==> src/rtl/param_uart.sv <==
// Parameterised full-duplex UART: independent TX and RX engines sharing only the clock
// and reset. Each bit period is exactly CLK_FREQ/BAUDRATE clocks.
//
// state   | meaning
// R_IDLE  | line idle, waiting for a low level on the synchronised rx
// R_START | half a bit period into the start bit, confirming it is still low
// R_DATA  | sampling payload bits LSB first, one per bit period
// R_PAR   | sampling the parity bit (only when PARITY != 0)
// R_STOP  | sampling the single checked stop bit
// R_BRK   | stop bit was low; waiting for the line to return high
// T_IDLE  | transmitter free, tx_ready high, line held at 1
// T_START | driving the start bit (0)
// T_DATA  | driving payload bits LSB first
// T_PAR   | driving the parity bit (only when PARITY != 0)
// T_STOP  | driving STOP_BITS stop bits (1)
module param_uart #(
    parameter int CLK_FREQ  = 50000000,
    parameter int BAUDRATE  = 9600,
    parameter int DATA_BITS = 8,
    parameter int PARITY    = 0,
    parameter int STOP_BITS = 1
) (
    input  logic                 clk,
    input  logic                 arstn,
    input  logic                 rx,
    output logic                 tx,
    input  logic [DATA_BITS-1:0] tx_data,
    input  logic                 tx_valid,
    output logic                 tx_ready,
    output logic [DATA_BITS-1:0] rx_data,
    output logic                 rx_valid,
    output logic                 rx_parity_err,
    output logic                 rx_frame_err
);

    localparam int DIV = CLK_FREQ / BAUDRATE;
    localparam int CW  = $clog2(DIV + 1);

    localparam logic [CW-1:0] DIV_M1    = CW'(DIV - 1);
    localparam logic [CW-1:0] HALF_M1   = CW'(DIV / 2 - 1);
    localparam logic [CW-1:0] CNT_ONE   = CW'(1);
    localparam logic [3:0]    LAST_DATA = 4'(DATA_BITS - 1);
    localparam logic [3:0]    LAST_STOP = 4'(STOP_BITS - 1);

    if (DIV < 4) begin : g_bad_div
        $error("param_uart: CLK_FREQ/BAUDRATE must be at least 4");
    end
    if (DATA_BITS < 5 || DATA_BITS > 9) begin : g_bad_data_bits
        $error("param_uart: DATA_BITS must be 5..9");
    end
    if (PARITY < 0 || PARITY > 2) begin : g_bad_parity
        $error("param_uart: PARITY must be 0, 1 or 2");
    end
    if (STOP_BITS < 1 || STOP_BITS > 2) begin : g_bad_stop_bits
        $error("param_uart: STOP_BITS must be 1 or 2");
    end

    typedef enum logic [2:0] {
        R_IDLE, R_START, R_DATA, R_PAR, R_STOP, R_BRK
    } rx_state_t;

    typedef enum logic [2:0] {
        T_IDLE, T_START, T_DATA, T_PAR, T_STOP
    } tx_state_t;

    // ---------------- receiver ----------------
    logic                 rx_s1, rx_s2;
    rx_state_t            r_state, r_state_nx;
    logic [CW-1:0]        r_cnt;
    logic [3:0]           r_bit;
    logic [DATA_BITS-1:0] r_sr;
    logic                 r_par_bit;
    logic                 r_tc, r_ld_half, r_ld_full, r_shift, r_par_cap, r_done;
    logic                 r_par_calc, r_perr_nx;

    assign r_tc       = (r_cnt == '0);
    assign r_par_calc = (^r_sr) ^ r_par_bit;
    assign r_perr_nx  = (PARITY == 1) ? ~r_par_calc :
                        (PARITY == 2) ?  r_par_calc : 1'b0;

    always_comb begin
        r_state_nx = r_state;
        r_ld_half  = 1'b0;
        r_ld_full  = 1'b0;
        r_shift    = 1'b0;
        r_par_cap  = 1'b0;
        r_done     = 1'b0;
        case (r_state)
            R_IDLE: begin
                if (!rx_s2) begin
                    r_state_nx = R_START;
                    r_ld_half  = 1'b1;
                end
            end
            R_START: begin
                if (r_tc) begin
                    if (rx_s2) begin
                        r_state_nx = R_IDLE;
                    end else begin
                        r_state_nx = R_DATA;
                        r_ld_full  = 1'b1;
                    end
                end
            end
            R_DATA: begin
                if (r_tc) begin
                    r_shift   = 1'b1;
                    r_ld_full = 1'b1;
                    if (r_bit == LAST_DATA) begin
                        r_state_nx = (PARITY != 0) ? R_PAR : R_STOP;
                    end
                end
            end
            R_PAR: begin
                if (r_tc) begin
                    r_par_cap  = 1'b1;
                    r_ld_full  = 1'b1;
                    r_state_nx = R_STOP;
                end
            end
            R_STOP: begin
                if (r_tc) begin
                    r_done     = 1'b1;
                    r_state_nx = rx_s2 ? R_IDLE : R_BRK;
                end
            end
            R_BRK: begin
                if (rx_s2) begin
                    r_state_nx = R_IDLE;
                end
            end
            default: r_state_nx = R_IDLE;
        endcase
    end

    always_ff @(posedge clk) begin
        if (!arstn) begin
            rx_s1         <= 1'b1;
            rx_s2         <= 1'b1;
            r_state       <= R_IDLE;
            r_cnt         <= '0;
            r_bit         <= '0;
            r_sr          <= '0;
            r_par_bit     <= 1'b0;
            rx_data       <= '0;
            rx_valid      <= 1'b0;
            rx_parity_err <= 1'b0;
            rx_frame_err  <= 1'b0;
        end else begin
            rx_s1   <= rx;
            rx_s2   <= rx_s1;
            r_state <= r_state_nx;

            if (r_ld_half) begin
                r_cnt <= HALF_M1;
            end else if (r_ld_full) begin
                r_cnt <= DIV_M1;
            end else if (!r_tc) begin
                r_cnt <= r_cnt - CNT_ONE;
            end

            if (r_state == R_START) begin
                r_bit <= '0;
            end else if (r_shift) begin
                r_bit <= r_bit + 4'd1;
            end

            if (r_shift) begin
                r_sr <= {rx_s2, r_sr[DATA_BITS-1:1]};
            end
            if (r_par_cap) begin
                r_par_bit <= rx_s2;
            end

            // Error flags are qualified by the done strobe so they read 0 between frames.
            rx_valid      <= r_done;
            rx_parity_err <= r_done & r_perr_nx;
            rx_frame_err  <= r_done & ~rx_s2;
            if (r_done) begin
                rx_data <= r_sr;
            end
        end
    end

    // ---------------- transmitter ----------------
    tx_state_t            t_state, t_state_nx;
    logic [CW-1:0]        t_cnt;
    logic [3:0]           t_bit;
    logic [DATA_BITS-1:0] t_sr;
    logic                 t_par, t_par_nx;
    logic                 t_tc, t_load, t_ld_full, t_shift, t_bit_clr, t_bit_inc;
    logic                 tx_nx;

    assign t_tc     = (t_cnt == '0);
    assign t_par_nx = (PARITY == 1) ? ~(^tx_data) : (^tx_data);
    assign tx_ready = (t_state == T_IDLE);

    // tx is registered; tx_nx selects the level of the bit being entered.
    always_comb begin
        t_state_nx = t_state;
        t_load     = 1'b0;
        t_ld_full  = 1'b0;
        t_shift    = 1'b0;
        t_bit_clr  = 1'b0;
        t_bit_inc  = 1'b0;
        tx_nx      = tx;
        case (t_state)
            T_IDLE: begin
                tx_nx = 1'b1;
                if (tx_valid) begin
                    t_load     = 1'b1;
                    t_ld_full  = 1'b1;
                    t_state_nx = T_START;
                    tx_nx      = 1'b0;
                end
            end
            T_START: begin
                if (t_tc) begin
                    t_ld_full  = 1'b1;
                    t_state_nx = T_DATA;
                    tx_nx      = t_sr[0];
                end
            end
            T_DATA: begin
                if (t_tc) begin
                    t_ld_full = 1'b1;
                    t_shift   = 1'b1;
                    if (t_bit == LAST_DATA) begin
                        t_bit_clr = 1'b1;
                        if (PARITY != 0) begin
                            t_state_nx = T_PAR;
                            tx_nx      = t_par;
                        end else begin
                            t_state_nx = T_STOP;
                            tx_nx      = 1'b1;
                        end
                    end else begin
                        t_bit_inc = 1'b1;
                        tx_nx     = t_sr[1];
                    end
                end
            end
            T_PAR: begin
                if (t_tc) begin
                    t_ld_full  = 1'b1;
                    t_state_nx = T_STOP;
                    tx_nx      = 1'b1;
                end
            end
            T_STOP: begin
                if (t_tc) begin
                    tx_nx = 1'b1;
                    if (t_bit == LAST_STOP) begin
                        t_bit_clr  = 1'b1;
                        t_state_nx = T_IDLE;
                    end else begin
                        t_bit_inc = 1'b1;
                        t_ld_full = 1'b1;
                    end
                end
            end
            default: begin
                t_state_nx = T_IDLE;
                tx_nx      = 1'b1;
            end
        endcase
    end

    always_ff @(posedge clk) begin
        if (!arstn) begin
            t_state <= T_IDLE;
            t_cnt   <= '0;
            t_bit   <= '0;
            t_sr    <= '0;
            t_par   <= 1'b0;
            tx      <= 1'b1;
        end else begin
            t_state <= t_state_nx;
            tx      <= tx_nx;

            if (t_ld_full) begin
                t_cnt <= DIV_M1;
            end else if (!t_tc) begin
                t_cnt <= t_cnt - CNT_ONE;
            end

            if (t_bit_clr) begin
                t_bit <= '0;
            end else if (t_bit_inc) begin
                t_bit <= t_bit + 4'd1;
            end

            if (t_load) begin
                t_sr  <= tx_data;
                t_par <= t_par_nx;
            end else if (t_shift) begin
                t_sr <= t_sr >> 1;
            end
        end
    end

endmodule

==> config.mk <==
export PLATFORM = sky130hd
export DESIGN_NAME = param_uart
export DESIGN_NICKNAME = d
export VERILOG_FILES = /design/src/rtl/param_uart.sv
export SDC_FILE = /design/constraint.sdc
export NUM_CORES = 1
export LEC_CHECK = 0
export CORE_ASPECT_RATIO = 1.25
export CORE_MARGIN = 4
export CORE_UTILIZATION = 40
export CTS_CLUSTER_DIAMETER = 50
export CTS_CLUSTER_SIZE = 10
export DETAILED_ROUTE_END_ITERATION = 6
export SLEW_MARGIN = 20
export SYNTH_ARGS = -nofsm -noshare
export SYNTH_HDL_FRONTEND = slang
export SYNTH_SLANG_ARGS = --single-unit
==> constraint.sdc <==
create_clock -name clk -period 5.5 [get_ports clk]
set_input_delay 1.1 -clock clk [delete_from_list [all_inputs] [get_ports clk]]
set_output_delay 1.1 -clock clk [all_outputs]
set_load 0.05 [all_outputs]
Word-level counts from Yosys, hierarchy flattened
Index checks and enable logic that the tools add are counted.
Cells by class
  muxes and demuxes: 53
  reductions and logical operators: 17
  bitwise logic cells: 3
  $add $sub $neg: 4
  eq/ne operators: 29
Operators with widths (number)
  13-bit two-way mux: 4
  3-bit two-way mux: 15
  2-bit != test (second input constant): 14
  13-bit zero test: 2
  13-bit by 1-bit subtractor with 13-bit output (second input constant): 2
  1-bit two-way mux: 23
  3-bit one-hot mux with 6 select lines: 1
  8-bit two-way mux: 2
  3-bit one-hot mux with 5 select lines: 1
  7-bit AND reduction: 2
  3-bit by 2-bit == test with 1-bit output (second input constant): 4
  12-bit two-way mux: 1
  2-bit OR reduction: 6
  3-bit == test (second input constant): 3
  4-bit by 1-bit adder with 4-bit output (second input constant): 2
  4-bit by 3-bit == test with 1-bit output (second input constant): 2
  3-bit by 1-bit == test with 1-bit output (second input constant): 2
  3-bit zero test: 2
  2-bit by 1-bit != test with 1-bit output (second input constant): 3
  1-bit one-hot mux with 2 select lines: 3
  3-bit OR reduction: 2
  4-bit zero test: 1
  1-bit one-hot mux with 4 select lines: 1
  3-bit by 1-bit != test with 1-bit output (second input constant): 1
  other kinds (6): 7
Storage, ports and cells
  bits of input ports: 12
  flip-flop bits (word level): 69
  word-level logic and storage cells: 123
  output and inout bits: 13

Depth between registers and ports, before layout
Gate-level depths: netlist of the first run.
  depth after elaboration: 5
  depth in mapped cells: 9
  gate-level depth less buffers: 6

Least setup slack after synthesis of the first run
No wires, ideal clock.
  path kind: register -> output
  from: register t_state[0]
  to: output port tx_ready
  required time: 4.400 ns
  data arrival time: 1.609 ns
  stages on the path, launching flop included: 3
  slack: 2.791 ns
  cells stage by stage: dfxtp_1 clkbuf_1 nor3_1
On the way
  longest elaborated chain between the ends: 1
Ends and longest elaborated chain
  start, declared: RTL line 186  | tx_state_t t_state, t_state_nx;
  start signal, assigned: RTL line 278  | t_state <= t_state_nx;
  3-bit zero test: RTL line 196  | assign tx_ready = (t_state == T_IDLE);
  end, declared: RTL line 29  | output logic tx_ready,
Every way passes these cells.

Final worst setup path of the first run
Ends and elaborated chain as after synthesis.

==> flow_summary.ini, run 1 <==
[clocking]
post_cts_resized = 0
cts.clk_slew.worst_paths_ns = 0.07
cts_setup_buffers = 0
clock-sinks = 69
worstSkewPairLatency_ns = 0.35
root_buffer = clkbuf_8
numCtsBuffers = 9
cts_buffer_depth = 2
htreeDepth = 3
cts_tree = yes
cts-hold-fix-buffers = 0

[synthesis]
ys_ff_latch = 69
ys_seq_area_frac = 0.411
synth_nets = 427
ys_types = 55
synth_top_area_cell = dfxtp_1
yosysWarnings = 0
synth_top_area_share = 0.411
synth-edff-count = 0
syn_area_um2 = 3360
netlist_instances = 410
synthTopCellsByArea = dfxtp_1 (41%), a21oi_1 (7.3%), o21ai_0 (6.0%), nand3_1 (4.0%), or4_1 (3.1%)
async_flop_share = 0
avgSynthCellArea_um2 = 8.20
synth_ff_type = dfxtp_1

[timing]
rsz0062_at_grt = false
period_share = 0.536
slew_violations = 0
fmax_mhz = 339
max-slew-margin-rel = 0.340
final.setup.tns_ns = 0
finalHoldViolCount = 0
finalClockSkew_ns = 0.00594
setup_viol = 0
worst_slew_pin_slew_ns = 0.989
period_needed_ns = 2.95

[hold_path]
min_path_type = reg2reg
min_delay_path_depth = 1

[floorplan]
die_w_um = 90.0
die_y_um = 111
initial_core_util = 0.410
num_rows = 37
coreArea_um2 = 8190
num_io_pins = 25
die_area_um2 = 9950

[worst_setup_path]
cp-start-kind = flop
endpoint_kind = output port
worst-path-buf-inv = 1
cp_data_arrival_time_ns = 1.85
crit_chain = nor3_1 -> clkdlybuf4s50_1
crit_family = buffers and inverters
crit_path_max_incr_delay_ns = 0.84
critical_path_depth = 2
critical_path_class = reg2out
crit_slowest_cell = clkdlybuf4s50_1
worst_r2r_path_depth = 6
crit_path_max_fanout = 13
required_ns = 4.40

[placed_design]
place_area_um2 = 3620
dpl.hpwl_um = 5060
portBuffers = 23
gp_routability_congestion = 0.760

[routing]
ant_nets = 0
dr.pass1.iters = 4
wl_um = 7450
viasPerCell = 5.83
route.detailed.drc = 0
wl_per_cell_um = 14.3
vias = 3030
drt_iter0_markers = 147

[grt]
gr-total-overflow = 0
antenna_found_initial = 0
grt_max_degree = 33
grt_pass1_vias = 2938
grt_pass1_wl_um = 13200
grtUsageTotal = 0.157

[finish]
final_common_cell = dfxtp_1
drive_above_1_share = 0.0757
final_area_um2 = 3850
multiInputGateArea_um2 = 1810
n_antenna_cell = 0
final_nets = 435
ff_latch_area_um2 = 1380
final_cell_mix = dfxtp_1 (69), a21oi_1 (49), o21ai_0 (40)
fillers = 791
area_delta_synth_final_pct = 14.4

[pwr]
switching_share = 0.364
internal_power_mw = 1.03
p_leak_nw = 1.27
pwr-share-clk = 0.287
combPwrFrac = 0.322
power_switching_mw = 0.588
sequentialPowerShare = 0.391
ir_drop_mv = 0.211
cellPowerDensity_nw_per_um2 = 420

[outcome]
status = completed

[flow_run]
cap_violations = 0
==> per-layer routing <==
metal  share of wire  track usage  up-vias
met5               0            0        -
met4           0.022       0.0674        0
met3           0.026       0.0327       14
met2            0.49        0.272       44
met1            0.46        0.187     1423
li1                -            -     1549
==> worst reg2reg max path: stages, from the launching register on <==
cell and delay (ns):
dfxtp_1 0.35, inv_1 0.10, ha_1 0.18, or3b_1 0.46
or4_1 0.80, o41ai_2 0.64, a21oi_1 0.08
==> synthesized netlist by cell type, drive strengths merged, types with 2 or more instances <==
cell	number
or2	4
o22ai	2
or4	16
nand2b	5
nor2	21
a211oi	8
o211ai	5
mux2i	2
xnor2	2
nor2b	5
nand4	2
dfxtp	69
nor3b	2
or3	9
o31ai	10
nand3	27
ha	5
o21ai	41
o41ai	5
nand2	19
inv	13
nor4	13
o221ai	2
a21oi	49
nor3	8
or3b	6
buf	6
a31oi	8
o21a	4
clkbuf	24
and3b	2
o31a	3
==> through the flow <==
| stage | total power, mW | std cells | setup slack [ns] | hold WS (ns) | util |
|---|---|---|---|---|---|
| floorplan | 1.05 | 410 | 2.79 | 0.386 | - |
| global placement | 1.15 | 504 | 2.39 | 0.397 | 0.442 |
| detailed placement | 1.16 | 504 | 2.38 | 0.398 | 0.442 |
| CTS | 1.62 | 520 | 2.52 | 0.415 | 0.470 |
| global route | 1.72 | 520 | 2.45 | 0.446 | 0.470 |
| finish | 1.61 | 520 | 2.55 | 0.415 | 0.470 |
==> cell families after synthesis <==
group,synth area share
AO/OA/AOI/OAI,0.257
XOR/XNOR,0.00781
adder cells (fa/ha/maj),0.0186
buffers and inverters,0.0528
flip-flops,0.411
multiplexers,0.00595
other,0.00112
AND/OR/NAND/NOR,0.246
==> state kept, by name, indices dropped and copies added, names as in the netlist, 3 cells and up <==
| signal | cells |
|---|---|
| r_cnt | 13 |
| t_cnt | 13 |
| r_sr | 8 |
| rx_data | 8 |
| t_sr | 8 |
| r_bit | 4 |
| t_bit | 4 |
| r_state | 3 |
| t_state | 3 |
==> power by group through the flow <==
stage / clock network, mW / registers (mW) / logic (mW)
finish: 0.463 / 0.632 / 0.520
global route: 0.495 / 0.645 / 0.584
CTS: 0.475 / 0.630 / 0.519
detailed placement: 0 / 0.639 / 0.517
global placement: 0 / 0.639 / 0.510
floorplan: 0 / 0.625 / 0.425
==> worst paths after layout <==
path / from / endpoint / slack [ns]
worst min register to register: rx_s1 / rx_s2 / 0.41
worst max-delay path: t_state[0] / tx_ready / 2.55
worst max register to register: t_cnt[0] / t_bit[0] / 2.75
worst min-delay path: rx_s1 / rx_s2 / 0.41
==> final cells by class <==
cell class              count  share of cell area
clock buffers              10              0.0358
clock inverters             6              0.0224
inverters                  13              0.0127
multi-input cells         298               0.471
flip-flops and latches     69               0.359
well taps                  97              0.0315
repair buffers             27              0.0676
No activity file was read; power rests on OpenSTA's default activity.
==> run 2: changes to the inputs <==
clock period = 2.9 ns   (was 5.5 ns; I/O delays follow)
==> flow_summary.ini, run 2 (synthesized netlist as in run 1, its figures left out) <==
[outcome]
status = completed

[finish]
final_nets = 441
final_cell_mix = dfxtp_1 (69), a21oi_1 (49), o21ai_0 (40)
area_delta_synth_final_pct = 15.7
drive_above_1_share = 0.0886
n_antenna_cell = 0
final_common_cell = dfxtp_1
ff_latch_area_um2 = 1380
utilization = 0.475
multiInputGateArea_um2 = 1810
fillers = 795
top_regs = r_cnt: 13 flops, t_cnt: 13 flops

[clocking]
worstSkewPairLatency_ns = 0.35
cts_setup_buffers = 0
post_cts_resized = 0
cts-hold-fix-buffers = 0
htreeDepth = 3
cts_buffer_depth = 2
root_buffer = clkbuf_8
clock-sinks = 69
cts_tree = yes
cts.clk_slew.worst_paths_ns = 0.08
numCtsBuffers = 9

[worst_setup_path]
r2r_slack_ns = 0.37
cp_data_arrival_time_ns = 2.75
required_ns = 3.12
crit_path_max_fanout = 22
cp-start-kind = flop
regToRegStartpoint = r_cnt[0]
critical_path_class = reg2reg
timing.rr.end = r_cnt[1]
endpoint_kind = flop
worst_r2r_path_depth = 7

[hold_path]
hold_start = rx_s1
min_delay_path_depth = 1
min_to = rx_s2
min_path_type = reg2reg

[timing]
final.setup.tns_ns = 0
fmax_mhz = 396
finalHoldViolCount = 0
max-slew-margin-rel = 0.462
period_needed_ns = 2.53
finalClockSkew_ns = 0.00966
period_share = 0.872
slew_violations = 0
worst_slew_pin_slew_ns = 0.797
setup_viol = 0
rsz0062_at_grt = false

[grt]
grtUsageTotal = 0.160
gr-total-overflow = 0
use_met2 = 0.275
grt_pass1_vias = 2956
use_met1 = 0.191
use_met3 = 0.0252
grt_max_degree = 26
gr-max-usage-layer = met2
grt_pass1_wl_um = 13400
antenna_found_initial = 0

[floorplan]
num_io_pins = 25
die_y_um = 111
die_area_um2 = 9950
initial_core_util = 0.410
die_w_um = 90.0
coreArea_um2 = 8190
num_rows = 37

[placed_design]
dpl.hpwl_um = 5360
gp_routability_congestion = 0.814
portBuffers = 23

[pwr]
internal_power_mw = 1.97
ir_drop_mv = 0.367
power_switching_mw = 1.14
p_leak_nw = 1.29
finalPower_mw = 3.11
combPwrFrac = 0.332
pwr-share-clk = 0.282
sequentialPowerShare = 0.386
switching_share = 0.366
cellPowerDensity_nw_per_um2 = 798

[routing]
dr.pass1.iters = 6
viasPerCell = 5.78
route.detailed.drc = 0
wl_per_cell_um = 14.7
vias = 3039
ant_nets = 0
drt_iter0_markers = 114
wl_um = 7730

[flow_run]
cap_violations = 0
==> run 2: final cells by class <==
cell class / instances / share of cell area
sequential: 69 / 0.355
clock inverter: 7 / 0.0254
tap: 97 / 0.0312
inverter: 13 / 0.0125
timing repair buffer: 33 / 0.0784
clock buffer: 9 / 0.0318
multi-input combinational: 298 / 0.466
==> run 2: worst max-delay path, stage by stage (launching register included) <==
cell	delay (ns)
dfxtp_1	0.33
inv_1	0.09
ha_1	0.28
or3b_2	0.55
or4_4	0.57
buf_4	0.22
o31ai_1	0.27
a21oi_1	0.11
==> run 2: per-layer routing <==
layer	vias up	wire length, µm
met1	1428	3490
li1	1558	-
met3	17	206
met4	0	193
met5	-	0
met2	36	3840
==> run 2: stage by stage <==
step	setup slack (ns)	cells	cell area (µm²)	hold slack (ns)
2_1_floorplan	0.621	410	3360	0.386
3_3_place_gp	0.460	510	3670	0.389
3_5_place_dp	0.391	510	3670	0.392
4_1_cts	0.360	526	3890	0.411
5_1_grt	0.215	526	3890	0.459
6_report	0.372	526	3890	0.409
==> run 2: how the worst max path moves through the flow <==
stage	start	to	slack [ns]	cells after the start
after floorplan	r_cnt[0]	r_bit[2]	0.62	7
after global placement	r_cnt[0]	r_bit[3]	0.46	6
after detailed placement	r_cnt[0]	r_cnt[1]	0.39	7
after CTS	r_cnt[0]	r_cnt[1]	0.36	7
after global routing	t_cnt[0]	t_bit[3]	0.21	7
final	r_cnt[0]	r_cnt[1]	0.37	7
==> run 2: power by group through the flow <==
stage / sequential (mW) / combinational (mW) / clock [mW]
floorplan: 1.18 / 0.806 / 0
global placement: 1.21 / 1.02 / 0
detailed placement: 1.22 / 1.03 / 0
CTS: 1.20 / 1.04 / 0.902
global route: 1.22 / 1.15 / 0.938
finish: 1.20 / 1.03 / 0.875
